### src/rtl/math_subtractor_pipelined_cla_if.sv
// Operand/result handshake bundle for math_subtractor_pipelined_cla.
//   slave  : the subtractor side (takes operands, returns results)
//   master : the producer/consumer side driving operands and i_ready
// Signals:
//   i_valid/o_ready            operand beat handshake
//   i_a, i_b, i_borrow         minuend, subtrahend, borrow-in
//   o_valid/i_ready            result beat handshake
//   o_diff, o_borrow, o_overflow  difference, unsigned borrow-out, signed overflow
interface math_subtractor_pipelined_cla_if #(
    parameter int N = 32
) ();
    logic         i_valid;
    logic         o_ready;
    logic [N-1:0] i_a;
    logic [N-1:0] i_b;
    logic         i_borrow;
    logic         o_valid;
    logic         i_ready;
    logic [N-1:0] o_diff;
    logic         o_borrow;
    logic         o_overflow;

    modport slave (
        input  i_valid, i_a, i_b, i_borrow, i_ready,
        output o_ready, o_valid, o_diff, o_borrow, o_overflow
    );

    modport master (
        output i_valid, i_a, i_b, i_borrow, i_ready,
        input  o_ready, o_valid, o_diff, o_borrow, o_overflow
    );
endinterface

### src/rtl/math_subtractor_pipelined_cla.sv
// Pipelined N-bit subtractor: o_diff = (i_a - i_b - i_borrow) mod 2^N.
// The word is split into CHUNK-bit slices; stage s resolves slice s with a
// carry-lookahead chain on a + ~b + ~borrow, using the carry registered by
// stage s-1. Upper operand bits ride along (skew) and finished lower diff bits
// are carried forward (deskew) so the last stage holds the complete result.
// Ports:
//   i_clk  rising-edge clock
//   i_rst  asynchronous active-high reset, clears every stage
//   bus    slave side of math_subtractor_pipelined_cla_if
// Flow control is a single global enable: the whole pipe advances when the
// output register is empty or being drained, otherwise everything holds.
module math_subtractor_pipelined_cla #(
    parameter int N     = 32,
    parameter int CHUNK = 8
) (
    input  logic i_clk,
    input  logic i_rst,
    math_subtractor_pipelined_cla_if.slave bus
);
    localparam int STAGES = (CHUNK >= 1) ? N / CHUNK : 1;

    generate
        if (CHUNK < 1) begin : g_cfg_chunk
            $error("math_subtractor_pipelined_cla: CHUNK must be >= 1");
        end else if (N % CHUNK != 0) begin : g_cfg_div
            $error("math_subtractor_pipelined_cla: N must be a multiple of CHUNK");
        end
    endgenerate

    // One CHUNK-bit slice of a + nb + cin.
    // Returns {carry out of slice, carry_in(top) ^ carry_out(top), diff bits};
    // the middle bit is the signed-overflow flag when this is the top slice.
    function automatic logic [CHUNK+1:0] cla_slice(
        input logic [CHUNK-1:0] a,
        input logic [CHUNK-1:0] nb,
        input logic             cin
    );
        logic [CHUNK-1:0] g;
        logic [CHUNK-1:0] p;
        logic [CHUNK-1:0] d;
        logic [CHUNK:0]   c;
        g    = a & nb;
        p    = a | nb;
        c    = '0;
        d    = '0;
        c[0] = cin;
        for (int i = 0; i < CHUNK; i++) begin
            c[i+1] = g[i] | (p[i] & c[i]);
            d[i]   = a[i] ^ nb[i] ^ c[i];
        end
        return {c[CHUNK], c[CHUNK] ^ c[CHUNK-1], d};
    endfunction

    // Stage registers. borrow_reg holds the inverted slice carry so that the
    // reset value (0) already matches the required o_borrow reset value.
    logic         valid_reg  [STAGES];
    logic [N-1:0] a_reg      [STAGES];
    logic [N-1:0] nb_reg     [STAGES];
    logic [N-1:0] diff_reg   [STAGES];
    logic         borrow_reg [STAGES];
    logic         ovf_reg    [STAGES];

    // Per-stage inputs and computed next values.
    logic         src_valid [STAGES];
    logic [N-1:0] src_a     [STAGES];
    logic [N-1:0] src_nb    [STAGES];
    logic [N-1:0] src_diff  [STAGES];
    logic         src_cin   [STAGES];
    logic [N-1:0] diff_next [STAGES];
    logic         cout_next [STAGES];
    logic         ovf_next  [STAGES];

    logic en;

    assign en          = bus.i_ready | ~valid_reg[STAGES-1];
    assign bus.o_ready = en;

    genvar gi;
    generate
        for (gi = 0; gi < STAGES; gi++) begin : g_stage
            logic [CHUNK+1:0] slice_res;

            if (gi == 0) begin : g_src
                assign src_valid[gi] = bus.i_valid;
                assign src_a[gi]     = bus.i_a;
                assign src_nb[gi]    = ~bus.i_b;
                assign src_diff[gi]  = '0;
                assign src_cin[gi]   = ~bus.i_borrow;
            end else begin : g_src
                assign src_valid[gi] = valid_reg[gi-1];
                assign src_a[gi]     = a_reg[gi-1];
                assign src_nb[gi]    = nb_reg[gi-1];
                assign src_diff[gi]  = diff_reg[gi-1];
                assign src_cin[gi]   = ~borrow_reg[gi-1];
            end

            assign slice_res = cla_slice(src_a[gi][gi*CHUNK +: CHUNK],
                                         src_nb[gi][gi*CHUNK +: CHUNK],
                                         src_cin[gi]);

            // Diff bits at and above this slice are still zero in src_diff,
            // so OR-ing the new slice in place is sufficient.
            assign diff_next[gi] = src_diff[gi]
                                 | (N'(slice_res[CHUNK-1:0]) << (gi * CHUNK));
            assign cout_next[gi] = slice_res[CHUNK+1];
            assign ovf_next[gi]  = slice_res[CHUNK];
        end
    endgenerate

    always_ff @(posedge i_clk or posedge i_rst) begin
        if (i_rst) begin
            for (int s = 0; s < STAGES; s++) begin
                valid_reg[s]  <= 1'b0;
                a_reg[s]      <= '0;
                nb_reg[s]     <= '0;
                diff_reg[s]   <= '0;
                borrow_reg[s] <= 1'b0;
                ovf_reg[s]    <= 1'b0;
            end
        end else if (en) begin
            for (int s = 0; s < STAGES; s++) begin
                valid_reg[s]  <= src_valid[s];
                a_reg[s]      <= src_a[s];
                nb_reg[s]     <= src_nb[s];
                diff_reg[s]   <= diff_next[s];
                borrow_reg[s] <= ~cout_next[s];
                ovf_reg[s]    <= ovf_next[s];
            end
        end
    end

    assign bus.o_valid    = valid_reg[STAGES-1];
    assign bus.o_diff     = diff_reg[STAGES-1];
    assign bus.o_borrow   = borrow_reg[STAGES-1];
    assign bus.o_overflow = ovf_reg[STAGES-1];
endmodule

### src/flat_wrapper.sv
// flat-port wrapper written by rule: the top's interface ports become plain ports
module math_subtractor_pipelined_cla_flat 
#(
    parameter int N     = 32,
    parameter int CHUNK = 8
)
  (i_clk, i_rst, bus_i_valid, bus_i_a, bus_i_b, bus_i_borrow, bus_i_ready, bus_o_ready, bus_o_valid, bus_o_diff, bus_o_borrow, bus_o_overflow);
  math_subtractor_pipelined_cla_if #(.N(N)) bus_i ();
  input  logic i_clk;
  input  logic i_rst;
  input wire logic [$bits(bus_i.i_valid)-1:0] bus_i_valid;
  input wire logic [$bits(bus_i.i_a)-1:0] bus_i_a;
  input wire logic [$bits(bus_i.i_b)-1:0] bus_i_b;
  input wire logic [$bits(bus_i.i_borrow)-1:0] bus_i_borrow;
  input wire logic [$bits(bus_i.i_ready)-1:0] bus_i_ready;
  output wire logic [$bits(bus_i.o_ready)-1:0] bus_o_ready;
  output wire logic [$bits(bus_i.o_valid)-1:0] bus_o_valid;
  output wire logic [$bits(bus_i.o_diff)-1:0] bus_o_diff;
  output wire logic [$bits(bus_i.o_borrow)-1:0] bus_o_borrow;
  output wire logic [$bits(bus_i.o_overflow)-1:0] bus_o_overflow;
  assign bus_i.i_valid = bus_i_valid;
  assign bus_i.i_a = bus_i_a;
  assign bus_i.i_b = bus_i_b;
  assign bus_i.i_borrow = bus_i_borrow;
  assign bus_i.i_ready = bus_i_ready;
  assign bus_o_ready = bus_i.o_ready;
  assign bus_o_valid = bus_i.o_valid;
  assign bus_o_diff = bus_i.o_diff;
  assign bus_o_borrow = bus_i.o_borrow;
  assign bus_o_overflow = bus_i.o_overflow;
  math_subtractor_pipelined_cla #(.N(N), .CHUNK(CHUNK)) u_core (.i_clk(i_clk), .i_rst(i_rst), .bus(bus_i));
endmodule
### config.mk
export PLATFORM = sky130hd
export DESIGN_NAME = math_subtractor_pipelined_cla_flat
export DESIGN_NICKNAME = d
export VERILOG_FILES = /design/src/rtl/math_subtractor_pipelined_cla_if.sv /design/src/rtl/math_subtractor_pipelined_cla.sv /design/src/flat_wrapper.sv
export SDC_FILE = /design/constraint.sdc
export NUM_CORES = 1
export LEC_CHECK = 0
export ABC_AREA = 1
export CORE_UTILIZATION = 31
export DETAILED_ROUTE_END_ITERATION = 7
export PLACE_DENSITY = 0.57
export SKIP_LAST_GASP = 1
export SLEW_MARGIN = 20
export SYNTH_ARGS = -nofsm -noshare
export SYNTH_HDL_FRONTEND = slang
export SYNTH_SLANG_ARGS = --single-unit
export TNS_END_PERCENT = 100
### constraint.sdc
create_clock -name i_clk -period 11.2 [get_ports i_clk]
set_input_delay 1.68 -clock i_clk [delete_from_list [all_inputs] [get_ports i_clk]]
set_output_delay 1.68 -clock i_clk [all_outputs]
set_load 0.01 [all_outputs]
# == Word-level counts from Yosys, hierarchy flattened ==
# Cells that the tools add are included.
# op_classes
bitwise,151
# op_table
operator,count
XOR 1 bit,65
OR 1 bit,33
bitwise AND 1 bit,32
bitwise AND 8 bit,4
inverter 32 bit,1
OR 32 x 24 -> 32 bit,1
OR 32 bit,1
OR 8 bit,4
OR 8 x 16 -> 16 bit,1
inverter 1 bit,9
# totals
regBits,305
wordCells,170
out_inout_bits,36
in_bits,69

# == Longest topological paths before layout ==
# depth
depth_word,19
mapped_depth,16
ltp_nobuf,16

# == Worst setup path before layout ==
# No wires, ideal clock.
# synth_path
kind,input to register
start,input bus_i_borrow
end,register u_core.diff_reg[103] in the netlist's numbering
setup_time_ps,126
arrival_time_ps,4537
cell_stages,11
t_required_ps,11074
setup_slack_ps,6537
path_buffers,0
cell_sequence,inv_1 > fa_1 > fa_1 > inv_1 > fa_1 > fa_1 > fa_1 > fa_1 > fa_1 > fa_1 > o21ai_0
# synth_between
elab_chain_len,16
# synth_rtl
element,line,text
"start, declared",flat_wrapper.sv:14,input wire logic [$bits(bus_i.i_borrow)-1:0] bus_i_borrow;
inverter 1 bit,math_subtractor_pipelined_cla.sv:88,assign src_cin[gi] = ~bus.i_borrow;
bitwise AND 1 bit,math_subtractor_pipelined_cla.sv:48,c[i+1] = g[i] | (p[i] & c[i]);
OR 1 bit,math_subtractor_pipelined_cla.sv:48,
bitwise AND 1 bit,math_subtractor_pipelined_cla.sv:48,
OR 1 bit,math_subtractor_pipelined_cla.sv:48,
bitwise AND 1 bit,math_subtractor_pipelined_cla.sv:48,
OR 1 bit,math_subtractor_pipelined_cla.sv:48,
bitwise AND 1 bit,math_subtractor_pipelined_cla.sv:48,
OR 1 bit,math_subtractor_pipelined_cla.sv:48,
bitwise AND 1 bit,math_subtractor_pipelined_cla.sv:48,
OR 1 bit,math_subtractor_pipelined_cla.sv:48,
bitwise AND 1 bit,math_subtractor_pipelined_cla.sv:48,
OR 1 bit,math_subtractor_pipelined_cla.sv:48,
bitwise AND 1 bit,math_subtractor_pipelined_cla.sv:48,
OR 1 bit,math_subtractor_pipelined_cla.sv:48,
XOR 1 bit,math_subtractor_pipelined_cla.sv:49,d[i] = a[i] ^ nb[i] ^ c[i];
"end signal, assigned by index",math_subtractor_pipelined_cla.sv:125,diff_reg[s] <= diff_next[s];
"end, declared",math_subtractor_pipelined_cla.sv:59,logic [N-1:0] diff_reg [STAGES];
# No other way between the ends.
# A chain may end at the register's enable or synchronous reset.

# == Worst setup path in the final report ==
# layout_path
start,input bus_i_ready
end,output bus_o_ready
# layout_between
elab_chain_len,1
# layout_rtl
element,line,text
"start, declared",flat_wrapper.sv:15,input wire logic [$bits(bus_i.i_ready)-1:0] bus_i_ready;
OR 1 bit,math_subtractor_pipelined_cla.sv:75,assign en = bus.i_ready | ~valid_reg[STAGES-1];
"end, declared",flat_wrapper.sv:16,output wire logic [$bits(bus_i.o_ready)-1:0] bus_o_ready;
# No other way between the ends.

==> impl_metrics.csv <==
group,metric,value,unit
clocking,cts-root-buf,"clkbuf_16",
synthesis,ys_ff_latch,185,
worst_setup_path,arrival,3.58,ns
floorplan,die_h,158,um
detailed_routing,drtIter0Drc,288,
worst_setup_path,cp-end-kind,"output pin",
worst_setup_path,worstSetupStartpointType,"input pin",
floorplan,start_util,31.9,%
synthesis,yosysSeqAreaShare,61.3,%
power_and_ir_drop,power,0.00258,W
layout,drive_gt1_share,4.46,%
place,gp_congestion,0.706,
clocking,cts_hold_buf,0,
clocking,clk_latency,0.42,ns
clocking,cts_setup_buffers,0,
worst_setup_path,critical_path_class,"in2out",
worst_setup_path,r2r_end,"u_core.diff_reg[79]$_DFFE_PP0P_",
layout,final_nets,962,
clocking,cts_tree,"done",
synthesis,synth_warnings,0,
floorplan,die-width,158,um
synthesis,synth_area_per_cell,9.75,um2
detailed_routing,dr.pass1.iters,5,
detailed_routing,drc,0,
worst_setup_path,crit_start,"bus_i_ready",
global_route,grt_max_degree,115,
min_path,hold_depth,2,
sta,fin_crit,5.26,ns
detailed_routing,wl_met2,6.27,mm
floorplan,core_region_area,23700,um2
floorplan,die-area,25000,um2
detailed_routing,antenna_left,0,
floorplan,io_pins,105,
synthesis,synthesis.nets,875,
worst_setup_path,ff2ff_path_depth,11,
min_path,hold_end,"u_core.bus.o_valid$_DFFE_PP0P_",
min_path,hp-start,"u_core.src_valid[0]$_DFFE_PP0P_",
place,placement.io_buffers,104,
worst_setup_path,reg2reg_slack,6.81,ns
layout,nFillCells,2442,
detailed_routing,met1Wirelength,7.34,mm
detailed_routing,dr_total_vias,5038,
floorplan,rows,56,
detailed_routing,routed_wl,14.5,mm
min_path,hold_path.class,"reg2reg",
flow_run,max_cap_viol_count,0,
clocking,clk_pin_slew_worst_paths,0.07,ns
layout,seq_area,4630,um2
sta,finalCritPeriodShare,47.0,%
clocking,cts_resized,0,
worst_setup_path,required,9.52,ns
global_route,grt_pass1_vias,5067,
detailed_routing,via_per_inst,4.22,
clocking,cts_made_buffers,17,
power_and_ir_drop,max-vdd-ir-drop,104,uV
worst_setup_path,reg2reg_from,"u_core.borrow_reg[3]$_DFFE_PP0P_",
global_route,antenna_found_initial,0,
status,outcome,"completed",
layout,final_common_cell,"nand2_1",
sta,slew_headroom,29.8,%
sta,max_clock_freq,190,MHz
detailed_routing,highest_layer,"met4",
sta,setup_viol,0,
synthesis,synthCells,774,
synthesis,synthesis.area,7550,um2
detailed_routing,wl_per_cell,12.2,um
layout,layout_common_cells,"362 x nand2_1, 185 x dfrtp_1, 104 x clkdlybuf4s50_1, 92 x o21ai_0, 55 x inv_1",
sta,worstMarginPinSlew,1.05,ns
global_route,grt_remaining_overflow,0,
layout,multi_input_area,2510,um2
detailed_routing,dr_wl_met3,773,um
sta,setup_tns,0,ns
layout,syn_to_final_growth,25.5,%
place,dp_hpwl,8.90,mm
layout,diodes,0,
sta,hold_violations,0,
sta,holdWs,0.457,ns
worst_setup_path,critPathMaxFanout,72,
power_and_ir_drop,powerDensity,272,nW/um2
clocking,h-tree-depth,4,
power_and_ir_drop,p_leak,4.56,nW
global_route,grt_pass1_wl,24.9,mm
global_route,gr-usage-all-layers,12.8,%
clocking,clock_sinks,185,
sta,maxSlewViolCount,0,
clocking,clock_path_buffers,2,
synthesis,yosysUniqueCellTypes,12,
sta,rsz0062_at_grt,"no",
sta,finClkSkew,0.0123,ns
[routing by layer]
layer	up-vias	track usage, %
met1	2398	17.6
met2	92	19.3
met3	10	3.56
met5	-	0
met4	0	4.12
li1	2538	-
[worst max-delay path, cell delays in order]
cell             delay [ns]
clkdlybuf4s50_1        0.53
inv_1                  0.09
nand2_4                0.51
clkdlybuf4s50_1        0.72
[worst max-delay path by stage]
| stage | end | slack [ns] | depth (start not counted) |
|---|---|---|---|
| floorplan | u_core.a_reg[104]$_DFFE_PP0P_ | 4.49 | 1 |
| global placement | bus_o_ready | 5.97 | 4 |
| detailed placement | u_core.diff_reg[103]$_DFFE_PP0P_ | 5.92 | 12 |
| CTS | bus_o_ready | 5.92 | 4 |
| global route | bus_o_ready | 5.81 | 4 |
| finish | bus_o_ready | 5.94 | 4 |
[stage by stage]
stage	cells	util (%)	instance area [um2]	setup WS [ns]
final	1193	40.0	9470	5.94
after detailed placement	1161	37.3	8820	5.92
after global placement	1161	37.3	8820	5.97
after CTS	1193	40.0	9470	5.92
after global routing	1193	40.0	9470	5.81
after floorplan	774	-	7550	4.49
[Yosys cell counts]
cell | n | area [um2]
nand2_1 | 362 | 1360
dfrtp_1 | 185 | 4630
o21ai_0 | 92 | 460
inv_1 | 56 | 210
fa_1 | 32 | 641
buf_2 | 30 | 150
buf_4 | 6 | 45.0
clkbuf_1 | 4 | 15.0
o21ai_1 | 4 | 20.0
nand2_2 | 1 | 6.26
nand3_1 | 1 | 5.00
nor2_2 | 1 | 6.26
[cells by family (layout without fill, tap and decap cells)]
logic type | count (synthesis) | after routing | synth area share [%]
adder cells (fa/ha/maj) | 32 | 32 | 8.49
buffers and inverters | 96 | 196 | 5.57
AO/OA/AOI/OAI | 96 | 96 | 6.37
flip-flops | 185 | 185 | 61.3
AND/OR/NAND/NOR | 365 | 365 | 18.2
[cell type report]
class	count	share of cell area [%]
clock buffer	18	4.64
clock inverter	14	2.21
inverter	56	2.30
multi-input combinational	493	26.5
sequential	185	48.9
tap	319	4.21
timing repair buffer	108	11.3
[report_power, final]
part | internal (W) | switching (W) | total (W)
clock network | 0.000387 | 0.000272 | 0.000658
logic | 0.000361 | 0.000451 | 0.000813
registers | 0.000958 | 0.000148 | 0.00111
total | 0.00171 | 0.000871 | 0.00258
Note: power is estimated with default switching activity, not from simulation.
